==> config.mk <==
export PLATFORM = sky130hd
export DESIGN_NAME = ds_sample_interpolator
export DESIGN_NICKNAME = d
export VERILOG_FILES = /design/src/rtl/ds_sample_interpolator.sv
export SDC_FILE = /design/constraint.sdc
export NUM_CORES = 1
export LEC_CHECK = 0
export ABC_AREA = 1
export BUFFER_PORTS_ARGS = -buffer_cell sky130_fd_sc_hd__buf_2
export CAP_MARGIN = 20
export CORE_UTILIZATION = 25
export CTS_CLUSTER_DIAMETER = 40
export DETAILED_ROUTE_END_ITERATION = 16
export PLACE_DENSITY_LB_ADDON = 0.12
export REMOVE_ABC_BUFFERS = 1
export SETUP_SLACK_MARGIN = 0.15
export SLEW_MARGIN = 30
export SYNTH_ARGS = -nofsm -noshare
export SYNTH_HDL_FRONTEND = slang
export SYNTH_SLANG_ARGS = --single-unit
==> constraint.sdc <==
create_clock -name clk -period 4.77 [get_ports clk]
set_clock_uncertainty 0.1 [all_clocks]
set_input_delay 0.2385 -clock clk [delete_from_list [all_inputs] [get_ports clk]]
set_output_delay 0.2385 -clock clk [all_outputs]
set_load 0.005 [all_outputs]
==> src/rtl/ds_sample_interpolator.sv <==
// ds_sample_interpolator: FIFO-buffered 2^L upsampler feeding the delta-sigma modulator's u.
// Define DS_INTERP_LINEAR_EN for linear interpolation; otherwise each sample is held (zero-order hold).
module ds_sample_interpolator #(
   parameter int IN_BITS    = 16,
   parameter int FIFO_DEPTH = 4,
   parameter int L_BITS     = 3
) (
   input  logic               clk,
   input  logic               reset,
   input  logic [IN_BITS-1:0] in_sample,
   input  logic               in_valid,
   output logic               in_ready,
   input  logic [L_BITS-1:0]  interp_log2,
   input  logic               take,
   output logic [IN_BITS-1:0] u,
   output logic               underrun,
   input  logic               underrun_clear
);
   localparam int AW = $clog2(FIFO_DEPTH);
   localparam int K_W = 2**L_BITS - 1;
   localparam int ACC_W = IN_BITS + K_W;
   localparam logic [AW:0] FULL = (AW+1)'(FIFO_DEPTH);
   localparam logic [AW:0] HALF = (AW+1)'(FIFO_DEPTH/2);

   typedef enum logic {IDLE, RUN} state_t;
   state_t state, state_n;

   logic [IN_BITS-1:0] mem [FIFO_DEPTH];
   logic [AW-1:0] rd_ptr, wr_ptr;
   logic [AW:0] count;
   logic push, pop, seg_end, set_ur;
   logic [IN_BITS-1:0] head, x1, x1_n, u_n;
   logic [K_W-1:0] k, k_n;
   logic [L_BITS-1:0] l_cur, l_n;
`ifdef DS_INTERP_LINEAR_EN
   logic signed [IN_BITS:0] delta, delta_n;
   logic [ACC_W-1:0] acc, acc_n;
`endif

   assign in_ready = count != FULL;
   assign push = in_valid & in_ready;
   assign head = mem[rd_ptr];
   assign seg_end = k == K_W'((1 << l_cur) - 1);

   always_comb begin
      state_n = state;
      pop = 1'b0;
      set_ur = 1'b0;
      x1_n = x1;
      k_n = k;
      l_n = l_cur;
`ifdef DS_INTERP_LINEAR_EN
      delta_n = delta;
      acc_n = acc;
`endif
      if (state == IDLE) begin
         if (count >= HALF) begin
            state_n = RUN;
            pop = 1'b1;
            x1_n = head;
            k_n = '0;
            l_n = interp_log2;
`ifdef DS_INTERP_LINEAR_EN
            delta_n = '0;
            acc_n = ACC_W'(head) << interp_log2;
`endif
         end
      end else if (take) begin
         if (!seg_end) begin
            k_n = k + 1'b1;
`ifdef DS_INTERP_LINEAR_EN
            acc_n = acc + ACC_W'(delta);
`endif
         end else begin
            pop = count != '0;
            set_ur = !pop;
            x1_n = pop ? head : x1;
            k_n = '0;
            l_n = interp_log2;
`ifdef DS_INTERP_LINEAR_EN
            // Restart from the previous target; the new slope walks acc toward the popped sample.
            delta_n = pop ? $signed({1'b0, head}) - $signed({1'b0, x1}) : '0;
            acc_n = ACC_W'(x1) << interp_log2;
`endif
         end
      end
`ifdef DS_INTERP_LINEAR_EN
      u_n = IN_BITS'(acc_n >> l_n);
`else
      u_n = x1_n;
`endif
   end

   always_ff @(posedge clk)
      if (push) mem[wr_ptr] <= in_sample;

   always_ff @(posedge clk) begin
      if (reset) begin
         state <= IDLE;
         rd_ptr <= '0;
         wr_ptr <= '0;
         count <= '0;
         x1 <= '0;
         k <= '0;
         l_cur <= '0;
         u <= '0;
         underrun <= 1'b0;
`ifdef DS_INTERP_LINEAR_EN
         delta <= '0;
         acc <= '0;
`endif
      end else begin
         state <= state_n;
         wr_ptr <= wr_ptr + AW'(push);
         rd_ptr <= rd_ptr + AW'(pop);
         count <= count + (AW+1)'(push) - (AW+1)'(pop);
         x1 <= x1_n;
         k <= k_n;
         l_cur <= l_n;
         u <= u_n;
         underrun <= set_ur | (underrun & ~underrun_clear);
`ifdef DS_INTERP_LINEAR_EN
         delta <= delta_n;
         acc <= acc_n;
`endif
      end
   end
endmodule

Word-level counts from Yosys, hierarchy flattened --
Memories as Yosys holds them, arrays and structs flattened. A register that Yosys moved wholly into a read port is not among the register bits. Index checks and enable logic that the tools add are counted. W data, S select, Z words.
Cells by class: add/subtract/negate cells 6, order comparisons 1, equal/unequal tests 5, shift operators 1, mux-type cells 24, bitwise operators 4, reductions and logical operators 6
Operator list (count):
- $mux W16 | 5
- $mux W7 | 4
- $mux W3 | 4
- $mux W1 | 10
- $add A7 B1 Y7 const B | 1
- $eq A7 B7 Y1 | 1
- $shl A1 B3 Y7 const A | 1
- $sub A7 B2 Y7 const B | 1
- $add A2 B1 Y2 | 2
- $ne A2 B1 Y1 const B | 2
- $reduce_and A4 Y1 | 1
- $add A3 B1 Y3 | 1
- $ge A3 B2 Y1 const B | 1
- $ne A3 B3 Y1 const B | 1
- $reduce_and A3 Y1 | 1
- $reduce_bool A3 Y1 | 1
- $sub A3 B1 Y3 | 1
- $and A1 B1 Y1 | 2
- $mux W2 | 1
- $ne A2 B2 Y1 const B | 1
- $reduce_and A2 Y1 | 1
- $reduce_bool A2 Y1 | 1
- $logic_not A1 Y1 | 1
- $not A1 Y1 | 1
- $or A1 B1 Y1 | 1
Storage, ports and cells: flip-flop bits (word level) 35, bits in writable memories 64, input bits 24, memories 1
Memory list:
- mem | words 4, width 16, rd ports 1, clocked after memory_dff 1, wr ports 1, line 28 | logic [IN_BITS-1:0] mem [FIFO_DEPTH];

Depth between registers and ports, before layout --
depth in word-level cells 8, gate-level depth with buffers 18, gate-level depth less buffers 16

Least setup slack after synthesis --
Ideal clock, no wire load.
kind reg-to-reg, start point register l_cur[2], end point register count[1], setup time 128 ps, data arrival time 2199 ps, setup slack 2343 ps, stages on the path, launching flop included 18, clock period less this slack 2427 ps, cells stage by stage dfxtp_1 > buf_6 > nor2_2 > nand2_1 > nand2_1 > nand2_1 > nor2_2 > nand3_2 > nand2_4 > buf_6 > nand2_1 > nor2_1 > ha_1 > inv_1 > ha_1 > fa_1 > inv_1 > nor2_1
Between the ends: cells in the longest elaborated chain, start to end 7
RTL lines:
- from (decl) | line 34 | logic [L_BITS-1:0] l_cur, l_n;
- from (signal assigned) | line 119 | l_cur <= l_n;
- $shl A1 B3 Y7 | line 43 | assign seg_end = k == K_W'((1 << l_cur) - 1);
- $sub A7 B2 Y7 | line 43
- $eq A7 B7 Y1 | line 43
- $mux W1 | line 69 | if (!seg_end) begin
- $mux W1 | line 68 | end else if (take) begin
- $mux W1 | line 56 | if (state == IDLE) begin
- $sub A3 B1 Y3 | line 116 | count <= count + (AW+1)'(push) - (AW+1)'(pop);
- to (signal assigned) | line 116
- to (decl) | line 30 | logic [AW:0] count;
Every way passes these cells. A chain may end at the register's enable or synchronous reset.

Final worst setup path --
start point register l_cur[2], end point register count[2]
Same word-level chain as after synthesis.

==> metrics.txt <==
# fillers=1,731; R2R Path Start=l_cur[2]; placed wire-length estimate=between 6000 and 7000 um; drt wl/cell=13.4 um; DRC viols=0; die area=0.0174 mm^2; Synth area leader=edfxtp_1; Worst-Skew Late Latency=350 ps; register bit total from synthesis=just under 100; CTS Sinks=99; final setup vio count=0; period utilization=0.598; pin count of the biggest net entering global routing=41; CTS tree=built; Hold Startpoint=in_sample[15]; Resized cells post-CTS=0; most frequent cells in the layout=66 x nor2_1, 64 x edfxtp_1, 53 x nand2_1; cell area after synthesis=0.00422 mm^2; post-CTS setup buffers=0; synthesized-area fraction occupied by adder cells=0.0225; DR vias/cell=4.24; worst vdd ir=0.000184 V; Synth top area share=0.456; number of max-cap violations=0; critical path type=register to register; CP endpoint kind=register; final design utilization=0.308; Slew @ Worst Pin=910 ps; worst min-delay path class=primary input to register; Simple-Gate Fraction of Synth Area=0.182; CTS max path bufs=2; Mapped Cells=427; initial antenna violation count=0; Area growth, synth to finish=20.8%; critical path fanouts, max=40; Num CTS Buffers=9; ANT cells=0; Synth Area in Compound Gates=0.0964; first-pass GRT wire length=15,100 um; flop-to-flop setup slack=1920 ps; leakage power=2.00 nW; Tot GR Track Use=0.114; Setup WS pre-CTS=1910 ps; area of the core=0.0165 mm^2; vias=around 3,000; status=completed; setup TNS=0 ps; Hold Crit Depth=1; Slew headroom=0.391; chip width=132 um; Initial DRC Count=132; Yosys warning count=0; register area share after synthesis=0.622; nets=around 500; Initial Utilization=0.255; Critical Path Max Stage Delay=roughly 520 ps; main combinational cell family by area after synthesis=simple AND/OR/NAND/NOR gates; P per Cell Area=559 mW/mm^2; Antenna Nets Post-Route=0; Data required, critical path=4900 ps; destination of the worst hold path=mem[2][15]; Final WS setup=1920 ps; fin. max-slew vios=0; H-Tree Depth=3; IO Port Bufs=41; Die Ht=132 um; crit start category=register; I/O pin count=42; Largest delay share family, worst path=simple AND/OR/NAND/NOR gates; Critical Path AT=2980 ps; most common library cell in the layout ignoring fill and taps=nor2_1; Synth Area in XOR/XNOR=0.00623; fmax=0.351 GHz; R2R cell count=14; final hold vios=0; min Tclk post-route=2850 ps; clk slew on worst S/H paths=70 ps; first-pass detailed-route iteration total=4; synth top area cells=edfxtp_1 46%, dfxtp_1 17%, nor2_1 5.9%, nand2_1 4.7%, o21ai_0 4.6%; final wirelength=9400 um; multiplexer share of the synthesized area=0; share of cells above drive strength 1=0.170; post-synth cell types=26; RSZ-0062 raised after global routing=no; Worst path slowest cell=dfxtp_1; total gr overflow=0; average size of a mapped cell=approximately 9.9 um^2; num rows=47; Reg-to-Reg End=count[2]; vias in the first global route=about 2,800; root buffer cell=clkbuf_16; GPL Wtd Cong=0.764; CP bufs+invs=1; CP Cell Sequence=nand2_1 -> nand3_1 -> nand2_1 -> nor2_1 -> nand3_2 -> nand2_4 -> nand2_1 -> nor2_1 -> ha_1 -> inv_1 -> ha_1 -> fa_1 -> xor2_1 -> nor2_1
## final cells by class
class / count / area (um^2) / share of cell area
inverter: 49 / 184 / 0.0361
clock inverter: 6 / 60.1 / 0.0118
multi-input combinational: 260 / 1350 / 0.265
sequential: 99 / 2620 / 0.515
tap: 220 / 275 / 0.0540
timing repair buffer: 58 / 379 / 0.0744
clock buffer: 9 / 225 / 0.0442
## through the flow
step | hold WS (ps) | instances | power, mW | area, um^2
6_report | 24.7 | 701 | 2.85 | 5090
5_1_grt | 9.57 | 701 | 3.07 | 5090
4_1_cts | 3.08 | 700 | 2.90 | 5080
3_5_place_dp | 359 | 671 | 2.17 | 4660
3_3_place_gp | 352 | 670 | 2.16 | 4640
2_1_floorplan | 208 | 408 | 1.84 | 4100
## power by group
group	switching (mW)	internal [mW]	total (mW)
clock network	0.342	0.363	0.705
logic	0.641	0.343	0.983
registers	0.0957	1.06	1.16
total	1.08	1.77	2.85
## metal layers
layer	global-route usage	part of all wire
met1	0.153	0.52
met2	0.174	0.44
met3	0.0231	0.025
met4	0.0601	0.022
met5	0	0
## worst register-to-register path: cells and delay by family, from the launching register on
kind | cells | cell delay, ps
adders and majority gates | 3 | 700
and+or+nand+nor | 9 | 1220
DFF | 1 | 520
xor gates and xnor gates | 1 | 160
buffers and inverters | 1 | 40
## sequential cells by signal, summed over array words and instances (netlist names)
register / flops
state: 1
wr_ptr: 2
rd_ptr: 2
x1: 16
mem: 64
count: 3
k: 7
underrun: 1
l_cur: 3
## cell usage after synthesis (all sizes together)
master and n:
a21oi 21, a31oi 1, buf 10, clkbuf 9
dfxtp 35, edfxtp 64, fa 1, ha 6
inv 49, nand2 58, nand3 31, nand4 4
nor2 76, nor3 4, o21ai 39, o22ai 16
xnor2 2, xor2 1
## kinds of logic (layout without fill, tap and decap cells)
family          after synthesis  in the layout
fa+ha+maj                     7              7
simple gates                173            173
flops                        99             99
buf+inv                      68            122
xor+xnor                      3              3
compound gates               77             77
## repair_timing
action / in CTS / in global routing
endpoints found under the hold margin: 52 / 0
hold buffers: 14 / 0
setup endpoints to repair: 0 / 0
## how the worst max path moves through the flow
stage | cells past startpoint | endpoint | slack, ps | startpoint
2_1_floorplan | 14 | count[2] | 2250 | l_cur[2]
3_3_place_gp | 14 | count[2] | 1990 | l_cur[2]
3_5_place_dp | 14 | count[2] | 1910 | l_cur[2]
4_1_cts | 14 | count[2] | 1870 | l_cur[2]
5_1_grt | 14 | count[2] | 1630 | l_cur[2]
6_report | 14 | count[2] | 1920 | l_cur[2]
(Power assumes the default switching activity.)
